## config.mk

```make
export PLATFORM = sky130hd
export DESIGN_NAME = lag_timer_flat
export DESIGN_NICKNAME = d
export VERILOG_FILES = /design/src/rtl/lag_timer_if.sv /design/src/rtl/lag_timer.sv /design/src/flat_wrapper.sv
export SDC_FILE = /design/constraint.sdc
export NUM_CORES = 1
export LEC_CHECK = 0
export CAP_MARGIN = 20
export CORE_ASPECT_RATIO = 0.75
export CORE_MARGIN = 2
export CORE_UTILIZATION = 40
export DETAILED_ROUTE_END_ITERATION = 6
export GPL_ROUTABILITY_DRIVEN = 0
export HOLD_SLACK_MARGIN = 0.08
export RECOVER_POWER = 100
export SLEW_MARGIN = 5
export SYNTH_ARGS = -nofsm -noshare
export SYNTH_HDL_FRONTEND = slang
export SYNTH_SLANG_ARGS = --single-unit
```

## constraint.sdc

```tcl
create_clock -name clk -period 6.4 [get_ports clk]
set_clock_uncertainty 0.05 [all_clocks]
set_input_delay 1.6 -clock clk [delete_from_list [all_inputs] [get_ports clk]]
set_output_delay 1.6 -clock clk [all_outputs]
set_load 0.03 [all_outputs]
```

## src/rtl/lag_timer_if.sv

```systemverilog
`default_nettype none
// ============================================================================
//  Module      : lag_timer_if
//  Description : Result hand-off bundle between lag_timer (master) and the
//                on-screen readout (slave): per-channel counts, hit flags and
//                a valid/ready handshake.
//  Revision    : 1.0 - initial release
// ============================================================================
interface lag_timer_if #(
    parameter int CHANNELS = 2,
    parameter int CNT_W    = 24
);
    logic [CHANNELS*CNT_W-1:0] result;
    logic [CHANNELS-1:0]       hit;
    logic                      result_valid;
    logic                      result_ready;

    // Producer side: the measurement engine.
    modport master (
        output result,
        output hit,
        output result_valid,
        input  result_ready
    );

    // Consumer side: the readout.
    modport slave (
        input  result,
        input  hit,
        input  result_valid,
        output result_ready
    );
endinterface
`default_nettype wire

```

## src/rtl/lag_timer.sv

```systemverilog
`default_nettype none
// ============================================================================
//  Module      : lag_timer
//  Description : Multi-channel input-lag measurement engine. A start arms the
//                block, each enabled channel counts cycles until its debounced
//                sensor edge, and the results are handed off over valid/ready.
//  Revision    : 1.0 - initial release
// ============================================================================
module lag_timer #(
    parameter int CHANNELS   = 2,
    parameter int CNT_W      = 24,
    parameter int DEB_LEN    = 4,
    parameter int TIMEOUT    = 6000000,
    parameter bit ACTIVE_LOW = 1'b1
) (
    input  wire logic                clk,
    input  wire logic                reset,
    input  wire logic                start,
    input  wire logic [CHANNELS-1:0] ch_en,
    input  wire logic [CHANNELS-1:0] sensor,
    output logic                     busy,
    output logic                     start_err,
    lag_timer_if.master              res_if
);

    // Raw level that means "no light seen" on every channel.
    localparam logic [CHANNELS-1:0] c_IDLE_LVL = {CHANNELS{ACTIVE_LOW}};
    localparam logic [CNT_W-1:0]    c_TIMEOUT  = CNT_W'(TIMEOUT);
    // Cycles between the raw sample edge and the detection edge that are
    // already on the counter when a detection is latched: two synchroniser
    // flops plus DEB_LEN debounce samples, minus the detection register.
    localparam logic [CNT_W-1:0]    c_LAT      = CNT_W'(DEB_LEN + 1);
    localparam logic [3:0]          c_DEB      = 4'(DEB_LEN);

    typedef enum logic [1:0] {
        ST_IDLE  = 2'd0,
        ST_COUNT = 2'd1,
        ST_DONE  = 2'd2
    } state_t;

    state_t                    r_state;
    state_t                    w_state_nxt;

    logic [CHANNELS-1:0]       r_sync1;
    logic [CHANNELS-1:0]       r_sync2;
    logic [CHANNELS-1:0]       w_act;
    logic [CHANNELS-1:0]       w_deb_full;
    logic [CHANNELS-1:0]       w_det_now;

    logic [CNT_W-1:0]          r_cnt;
    logic [CHANNELS-1:0]       r_en;
    logic [CHANNELS-1:0]       r_det;
    logic [CHANNELS*CNT_W-1:0] r_result;
    logic                      r_start_err;

    logic                      w_accept;
    logic                      w_reject;
    logic                      w_start_blk;
    logic                      w_all_det;
    logic                      w_timeout;
    logic                      w_valid;
    logic [CNT_W-1:0]          w_lat_val;

    // Two-flop synchroniser on the raw sensor pins, parked at the idle level.
    always_ff @(posedge clk or posedge reset) begin
        if (reset) begin
            r_sync1 <= c_IDLE_LVL;
            r_sync2 <= c_IDLE_LVL;
        end else begin
            r_sync1 <= sensor;
            r_sync2 <= r_sync1;
        end
    end

    // Normalise polarity so that 1 always means "sensor active".
    assign w_act = r_sync2 ^ c_IDLE_LVL;

    // Per-channel debounce: count consecutive active samples, saturate at
    // DEB_LEN, and drop back to zero on any inactive sample.
    for (genvar c = 0; c < CHANNELS; c++) begin : g_ch
        logic [3:0] r_deb;

        // Debounce run-length counter for this channel.
        always_ff @(posedge clk or posedge reset) begin
            if (reset) begin
                r_deb <= 4'd0;
            end else if (!w_act[c]) begin
                r_deb <= 4'd0;
            end else if (r_deb != c_DEB) begin
                r_deb <= r_deb + 4'd1;
            end
        end

        assign w_deb_full[c] = (r_deb == c_DEB);
    end

    // A channel detects at most once per measurement, and only while counting.
    assign w_det_now   = (r_state == ST_COUNT) ? (w_deb_full & r_en & ~r_det) : '0;
    assign w_start_blk = |(w_act & ch_en);
    assign w_all_det   = &(r_det | ~r_en);
    assign w_timeout   = (r_cnt == c_TIMEOUT);
    // A sensor already switching as the start lands would come out negative;
    // clamp it to zero rather than wrapping.
    assign w_lat_val   = (r_cnt >= c_LAT) ? (r_cnt - c_LAT) : '0;

    // State register.
    always_ff @(posedge clk or posedge reset) begin
        if (reset) begin
            r_state <= ST_IDLE;
        end else begin
            r_state <= w_state_nxt;
        end
    end

    // Next-state and handshake decode.
    always_comb begin
        w_state_nxt = r_state;
        w_accept    = 1'b0;
        w_reject    = 1'b0;
        busy        = 1'b0;
        w_valid     = 1'b0;
        case (r_state)
            ST_IDLE: begin
                if (start) begin
                    if (w_start_blk) begin
                        w_reject = 1'b1;
                    end else begin
                        w_accept    = 1'b1;
                        w_state_nxt = ST_COUNT;
                    end
                end
            end
            ST_COUNT: begin
                busy = 1'b1;
                if (w_all_det || w_timeout) begin
                    w_state_nxt = ST_DONE;
                end
            end
            ST_DONE: begin
                busy    = 1'b1;
                w_valid = 1'b1;
                if (res_if.result_ready) begin
                    w_state_nxt = ST_IDLE;
                end
            end
            default: begin
                w_state_nxt = ST_IDLE;
            end
        endcase
    end

    // Measurement datapath: cycle counter, enable latch, detect flags and
    // per-channel results. Results only move while counting, so they stay
    // frozen through DONE and afterwards until the next accepted start.
    always_ff @(posedge clk or posedge reset) begin
        if (reset) begin
            r_cnt       <= '0;
            r_en        <= '0;
            r_det       <= '0;
            r_result    <= '0;
            r_start_err <= 1'b0;
        end else begin
            r_start_err <= w_reject;
            if (w_accept) begin
                r_cnt    <= '0;
                r_en     <= ch_en;
                r_det    <= '0;
                r_result <= '0;
            end else if (r_state == ST_COUNT) begin
                if (!w_timeout) begin
                    r_cnt <= r_cnt + CNT_W'(1);
                end
                r_det <= r_det | w_det_now;
                for (int c = 0; c < CHANNELS; c++) begin
                    if (w_det_now[c]) begin
                        r_result[c*CNT_W +: CNT_W] <= w_lat_val;
                    end else if (w_timeout && r_en[c] && !r_det[c]) begin
                        r_result[c*CNT_W +: CNT_W] <= '1;
                    end
                end
            end
        end
    end

    assign start_err           = r_start_err;
    assign res_if.result       = r_result;
    assign res_if.hit          = r_det;
    assign res_if.result_valid = w_valid;

endmodule
`default_nettype wire

```

## src/flat_wrapper.sv

```systemverilog
// flat-port wrapper written by rule: the top's interface ports become plain ports
module lag_timer_flat 
#(
    parameter int CHANNELS   = 2,
    parameter int CNT_W      = 24,
    parameter int DEB_LEN    = 4,
    parameter int TIMEOUT    = 6000000,
    parameter bit ACTIVE_LOW = 1'b1
)
  (clk, reset, start, ch_en, sensor, busy, start_err, res_if_result, res_if_hit, res_if_result_valid, res_if_result_ready);
  lag_timer_if #(.CHANNELS(CHANNELS), .CNT_W(CNT_W)) res_if_i ();
  input  wire logic clk;
  input  wire logic reset;
  input  wire logic start;
  input  wire logic [CHANNELS-1:0] ch_en;
  input  wire logic [CHANNELS-1:0] sensor;
  output logic busy;
  output logic start_err;
  output wire logic [$bits(res_if_i.result)-1:0] res_if_result;
  output wire logic [$bits(res_if_i.hit)-1:0] res_if_hit;
  output wire logic [$bits(res_if_i.result_valid)-1:0] res_if_result_valid;
  input wire logic [$bits(res_if_i.result_ready)-1:0] res_if_result_ready;
  assign res_if_result = res_if_i.result;
  assign res_if_hit = res_if_i.hit;
  assign res_if_result_valid = res_if_i.result_valid;
  assign res_if_i.result_ready = res_if_result_ready;
  lag_timer #(.CHANNELS(CHANNELS), .CNT_W(CNT_W), .DEB_LEN(DEB_LEN), .TIMEOUT(TIMEOUT), .ACTIVE_LOW(ACTIVE_LOW)) u_core (.clk(clk), .reset(reset), .start(start), .ch_en(ch_en), .sensor(sensor), .busy(busy), .start_err(start_err), .res_if(res_if_i));
endmodule
```

==> metrics.txt, run 1 <==
Netlist cell types 50; failing checks capacitance limit, slew limit; Post-Layout Cell Count 689; antenna viol nets, final 0; EDFF count, synth 0; ys flop type dfrtp_1; final hold vios 0; Slew @ Worst Pin 1.88 ns; number of port buffers 60; Max Buffers Root-to-Sink 2; total core area 11500 um2; Initial Util 40.5%; most frequent cells in the layout dfrtp_1 (87), dlygate4sd3_1 (57), nor2_1 (54); commonest non-fill, non-tap cell in the layout dfrtp_1; Final Net Count 559; Sink Count 91; R2R Path End u_core.res_if.result[16]; crit path kind in2reg; Tcrit/Tclk final 72.1%; Antenna Cells 0; Crit. End Element register; largest net degree at the start of global routing 49; Syn Std Cell Area 4650 um2; Die Y 97.4 um; FF-to-FF Start u_core.r_sync2[1]; Worst VDD drop 139 uV; CP required 6.59 ns; final setup fails 0; final WL 11.3 mm; crit-path max cell delay 1.20 ns; Tmin final 4.62 ns; Via-to-Cell Ratio 5.41; 1st-iter DRT viols 295; Vias 3726; post-route setup slack 1.78 ns; yosys warns 0; sum of negative setup slack 0 ns; syn_nets 512; register area share after synthesis 49.0%; min-delay src u_core.r_sync1[0]; overall power 1.78 mW; Total Routing Usage GR 19.5%; layout cells sized above 1 7.52%; number of global-route vias before repair 3626; first-pass GRT wire length 19.0 mm; CTS buffer count 9; CTS resizes 0; crit start category input pin; async set-reset flop share out of synthesis 100%; initial antenna violation count 0; die area 12500 um2; P_leak 2.67 nW; post-CTS setup buffer count 0; Top Ports 61; FP Rows 34; Seq cells post-synth 91; GRT overflow 0; Worst slew margin -26.0%; H-tree depth 3; CTS tree done; R2R Setup Slk 3.02 ns; CP max FO 38; Placed Cells 669; hold buffer count at CTS 0; Place WS 2.26 ns; WP data arrival 4.81 ns; Worst Hold End u_core.r_sync2[0]; Clock Tree Root clkbuf_16; FMAX 217 MHz; cell count after synthesis 493; crit-path cells dlygate4sd3_1, inv_1, o221ai_1, nor2_2, clkbuf_1, a31oi_1, buf_6, a22o_1; HPWL Detailed 8.28 mm; Post-Syn Area per Cell 9.44 um2; fin. max-slew vios 84; routed len/inst 16.4 um; FF-to-FF path depth 6; pwr dens 314 nW/um2; Die W 129 um; Worst-Skew Late Latency 0.35 ns; Max Cap Viol 2; clock slew at the register clock pins of the worst setup and hold paths 0.07 ns; unrepaired setup endpoints after global routing false; outcome finished, violations left; worst hold path class reg2reg; Initial DRT Pass Iterations 4; drt drc 0; hold path depth 0; Layout area overhead 21.8%; Slowest-stage cell, CP clkbuf_1
[sequential cells by signal (all words and copies together) (netlist names), 2 cells and up]
register              count
u_core.g_ch.r_deb         8
u_core.r_state            2
u_core.res_if.result     48
u_core.r_sync1            2
u_core.r_sync2            2
u_core.r_en               2
u_core.res_if.hit         2
u_core.r_cnt             24
[layer usage]
layer | GRT usage (%) | vias to the layer above | routed length [um]
met3 | 4.24 | 11 | 522
met2 | 28.1 | 95 | 4780
met5 | 0 | - | 0
met1 | 29.5 | 1799 | 5830
li1 | - | 1821 | -
met4 | 5.27 | 0 | 139
[how the worst max path moves through the flow]
stage | startpoint | end | slack, ns | cells past startpoint
finish | ch_en[0] | u_core.res_if.result[16] | 1.78 | 8
global route | ch_en[0] | u_core.res_if.result[16] | 1.47 | 8
global placement | ch_en[0] | u_core.res_if.result[28] | 2.18 | 8
detailed placement | ch_en[0] | u_core.res_if.result[36] | 2.26 | 8
CTS | ch_en[0] | u_core.res_if.result[36] | 2.64 | 8
floorplan | reset | u_core.g_ch[0].r_deb[0] | 2.39 | 1
[cells by family after synthesis]
family / Yosys count / share of synthesized area, %
AO/OA/AOI/OAI: 105 / 15.1
XOR/XNOR: 33 / 6.21
buffers and inverters: 60 / 5.30
adder cells (fa/ha/maj): 11 / 2.96
multiplexers: 5 / 1.26
flip-flops: 91 / 49.0
AND/OR/NAND/NOR: 188 / 20.1
[power by group]
group,internal (mW),total (mW),switching (mW)
registers,0.651,0.706,0.0554
logic,0.204,0.547,0.344
clock network,0.289,0.524,0.235
[cells in the mapped netlist, types with 2 or more instances]
cell type	n	area [um2]
buf_4	2	15.0
xor2_1	10	87.6
and4_1	3	26.3
o21a_1	3	22.5
or4_1	2	15.0
a21oi_1	13	65.1
xnor2_1	23	201
ha_1	11	138
dfstp_2	4	105
nand2_1	45	169
nor2_1	55	206
a211oi_1	5	37.5
nor2b_1	3	18.8
or3_1	6	37.5
nand2b_1	5	31.3
o21ai_0	33	165
buf_2	5	25.0
nor4_1	9	56.3
nand3b_1	2	15.0
or2_2	3	18.8
nand4_1	10	62.6
o31a_1	2	17.5
dfrtp_1	87	2180
nand3_1	17	85.1
mux2_2	3	33.8
nor4bb_1	2	20.0
or2_0	3	18.8
nor3_1	13	65.1
buf_1	4	15.0
a22o_1	37	324
clkbuf_1	21	78.8
o21ai_1	7	35.0
o22ai_1	2	12.5
inv_1	27	101
[stage by stage]
step	utilization, %	hold slack, ns	instance area (um2)
after global routing	49.3	0.310	5670
after floorplan	-	0.295	4650
after CTS	49.1	0.308	5640
final	49.3	0.307	5670
after global placement	46.4	0.296	5330
after detailed placement	46.6	0.297	5350
[critical path: cells and delay by family]
kind            cells  cell delay (ns)
compound gates      3             0.94
buf+inv             4             2.15
simple gates        1             0.11
[layout make-up]
class                      count  area, um2
sequential                    91       2280
fill                        1044       5820
clock inverter                 5       42.5
timing repair buffer          69        673
tap                          144        180
multi-input combinational    342       2130
inverter                      27        103
clock buffer                  11        253
Note: power is estimated with default switching activity, not from simulation.
==> run 2: changes to the inputs <==
==> constraint.sdc (replaced) <==
create_clock -name clk -period 4.8 [get_ports clk]
set_clock_uncertainty 0.05 [all_clocks]
set_input_delay 1.2 -clock clk [delete_from_list [all_inputs] [get_ports clk]]
set_output_delay 1.2 -clock clk [all_outputs]
set_load 0.03 [all_outputs]
==> metrics.txt, run 2 (synthesized netlist as in run 1, its figures left out) <==
Layout area overhead 22.2%; Via-to-Cell Ratio 5.42 (+0.23%); final setup fails 0 (unchanged); Reg area 2280 um2 (unchanged); FF-to-FF path depth 7 (+1); multi-input logic area 2140 um2 (+0.35%); total core area 11500 um2 (unchanged); fillcell total 1061 (+1.6%); commonest non-fill, non-tap cell in the layout dfrtp_1; H-tree depth 3 (unchanged); number of port buffers 60 (unchanged); Clock Tree Root clkbuf_16; hold slack 0.306 ns (-0.00102 ns); R2R Setup Slk 1.67 ns (-1.35 ns); CP max FO 24 (-37%); DRT met1 WL 5.76 mm (-1.1%); WP data arrival 3.81 ns (-1.00 ns); Final Net Count 560 (+0.18%); worst hold path class reg2reg; placement-stage cell area 5370 um2 (+0.35%); WL met3 523 um (+0.19%); post-CTS setup buffer count 0 (unchanged); most frequent cells in the layout dfrtp_1 (87), dlygate4sd3_1 (57), nor2_1 (55); final WL 11.2 mm (-0.37%); P_leak 2.67 nW (about the same); crit-path max cell delay 0.85 ns (-0.35 ns); min-delay src u_core.r_sync1[0]; FP Rows 34 (unchanged); max reg flops 48 (unchanged); final hold vios 0 (unchanged); hold buffer count at CTS 0 (unchanged); Crit. End Element register; sum of negative setup slack 0 ns (unchanged); drt drc 0 (unchanged); FF-to-FF Start u_core.r_cnt[19]; Initial DRT Pass Iterations 4 (unchanged); GRT overflow 0 (unchanged); fin. max-slew vios 39 (-54%); first-pass GRT wire length 18.8 mm (-1.1%); failing checks capacitance limit, slew limit; FMAX 276 MHz; Die W 129 um (unchanged); outcome finished, violations left; Total Routing Usage GR 19.1% (-0.37 points); die area 12500 um2 (unchanged); Initial Util 40.5% (unchanged); CP required 4.98 ns (-1.61 ns); Antenna Cells 0 (unchanged); Top Metal Used met4; Final Cell Area 5690 um2 (+0.38%); Worst-Skew Late Latency 0.34 ns (about the same); Top Ports 61 (unchanged); 1st-iter DRT viols 294 (-0.34%); HPWL Detailed 8.22 mm (-0.73%); antenna viol nets, final 0 (unchanged); initial antenna violation count 0 (unchanged); CP bufs+invs 3 (-1); pwr dens 422 nW/um2 (+34%); Slowest-stage cell, CP nor2_1; unrepaired setup endpoints after global routing false; Vias 3740 (+0.38%); Worst VDD drop 235 uV (+70%); crit path kind in2reg; Die Y 97.4 um (unchanged); layout cells sized above 1 7.69% (+0.17 points); CTS buffer count 9 (unchanged); Worst Hold End u_core.r_sync2[0]; Tmin final 3.63 ns; CTS resizes 0 (unchanged); number of global-route vias before repair 3597 (-0.80%); CTS tree done; met2 routed WL 4.81 mm (+0.54%); crit-path cells dlygate4sd3_1, inv_1, o221ai_1, nor2_1, a31oi_2, clkbuf_1, a22o_1; Tcrit/Tclk final 75.6%; hold path depth 0 (unchanged); R2R Path End u_core.res_if.result[44]; Worst slew margin -10.7% (+15 points); routed len/inst 16.3 um (-0.52%); crit start category input pin; clock slew at the register clock pins of the worst setup and hold paths 0.06 ns (about the same); largest net degree at the start of global routing 39 (-20%); Max Cap Viol 1 (-1); Slew @ Worst Pin 1.65 ns (-0.229 ns); crit-path leading delay family buffers and inverters; Sink Count 91 (unchanged); Max Buffers Root-to-Sink 2 (unchanged)
==> run 2: layout make-up <==
cell class / count / share of cell area [%]
clock inverters: 5 / 1.08
flip-flops and latches: 91 / 40.1
inverters: 27 / 1.80
repair buffers: 70 / 11.7
clock buffers: 11 / 4.44
multi-input cells: 342 / 37.6
well taps: 144 / 3.17
==> run 2: report_power, final <==
part           total, mW  internal [mW]  leakage (nW)  switching (mW)
logic              0.730          0.270          1.30           0.461
registers          0.940          0.868          1.23          0.0725
clock network      0.728          0.432         0.144           0.296
==> run 2: how the worst max path moves through the flow <==
stage                      start  cells after the start                        to
2_1_floorplan              reset                      1   u_core.g_ch[0].r_deb[0]
3_3_place_gp            ch_en[0]                      7   u_core.res_if.result[0]
3_5_place_dp            ch_en[0]                      7   u_core.res_if.result[1]
4_1_cts        u_core.r_state[1]                      3                      busy
5_1_grt                 ch_en[0]                      7  u_core.res_if.result[15]
6_report                ch_en[0]                      7  u_core.res_if.result[15]
==> run 2: stage by stage <==
step	utilization (%)	total power [mW]	cells	setup slack [ns]
detailed placement	46.7	1.72	672	1.60
floorplan	-	1.44	493	1.19
finish	49.5	2.40	690	1.17
global placement	46.7	1.71	672	1.67
global route	49.5	2.53	690	0.931
CTS	49.5	2.46	688	1.83
==> run 2: worst reg2reg max path, stage by stage (launching register included) <==
cell	delay (ns)
dfrtp_1	0.56
nand4_1	0.13
or4b_2	0.70
o21ai_0	0.31
nor3b_2	0.22
clkbuf_1	0.70
o21ai_0	0.28
nand2_1	0.13
==> run 2: metal layers <==
layer | global-route usage (%) | vias to the layer above
li1 | - | 1812
met2 | 27.0 | 72
met4 | 5.27 | 0
met3 | 4.13 | 12
met1 | 29.4 | 1844
met5 | 0 | -
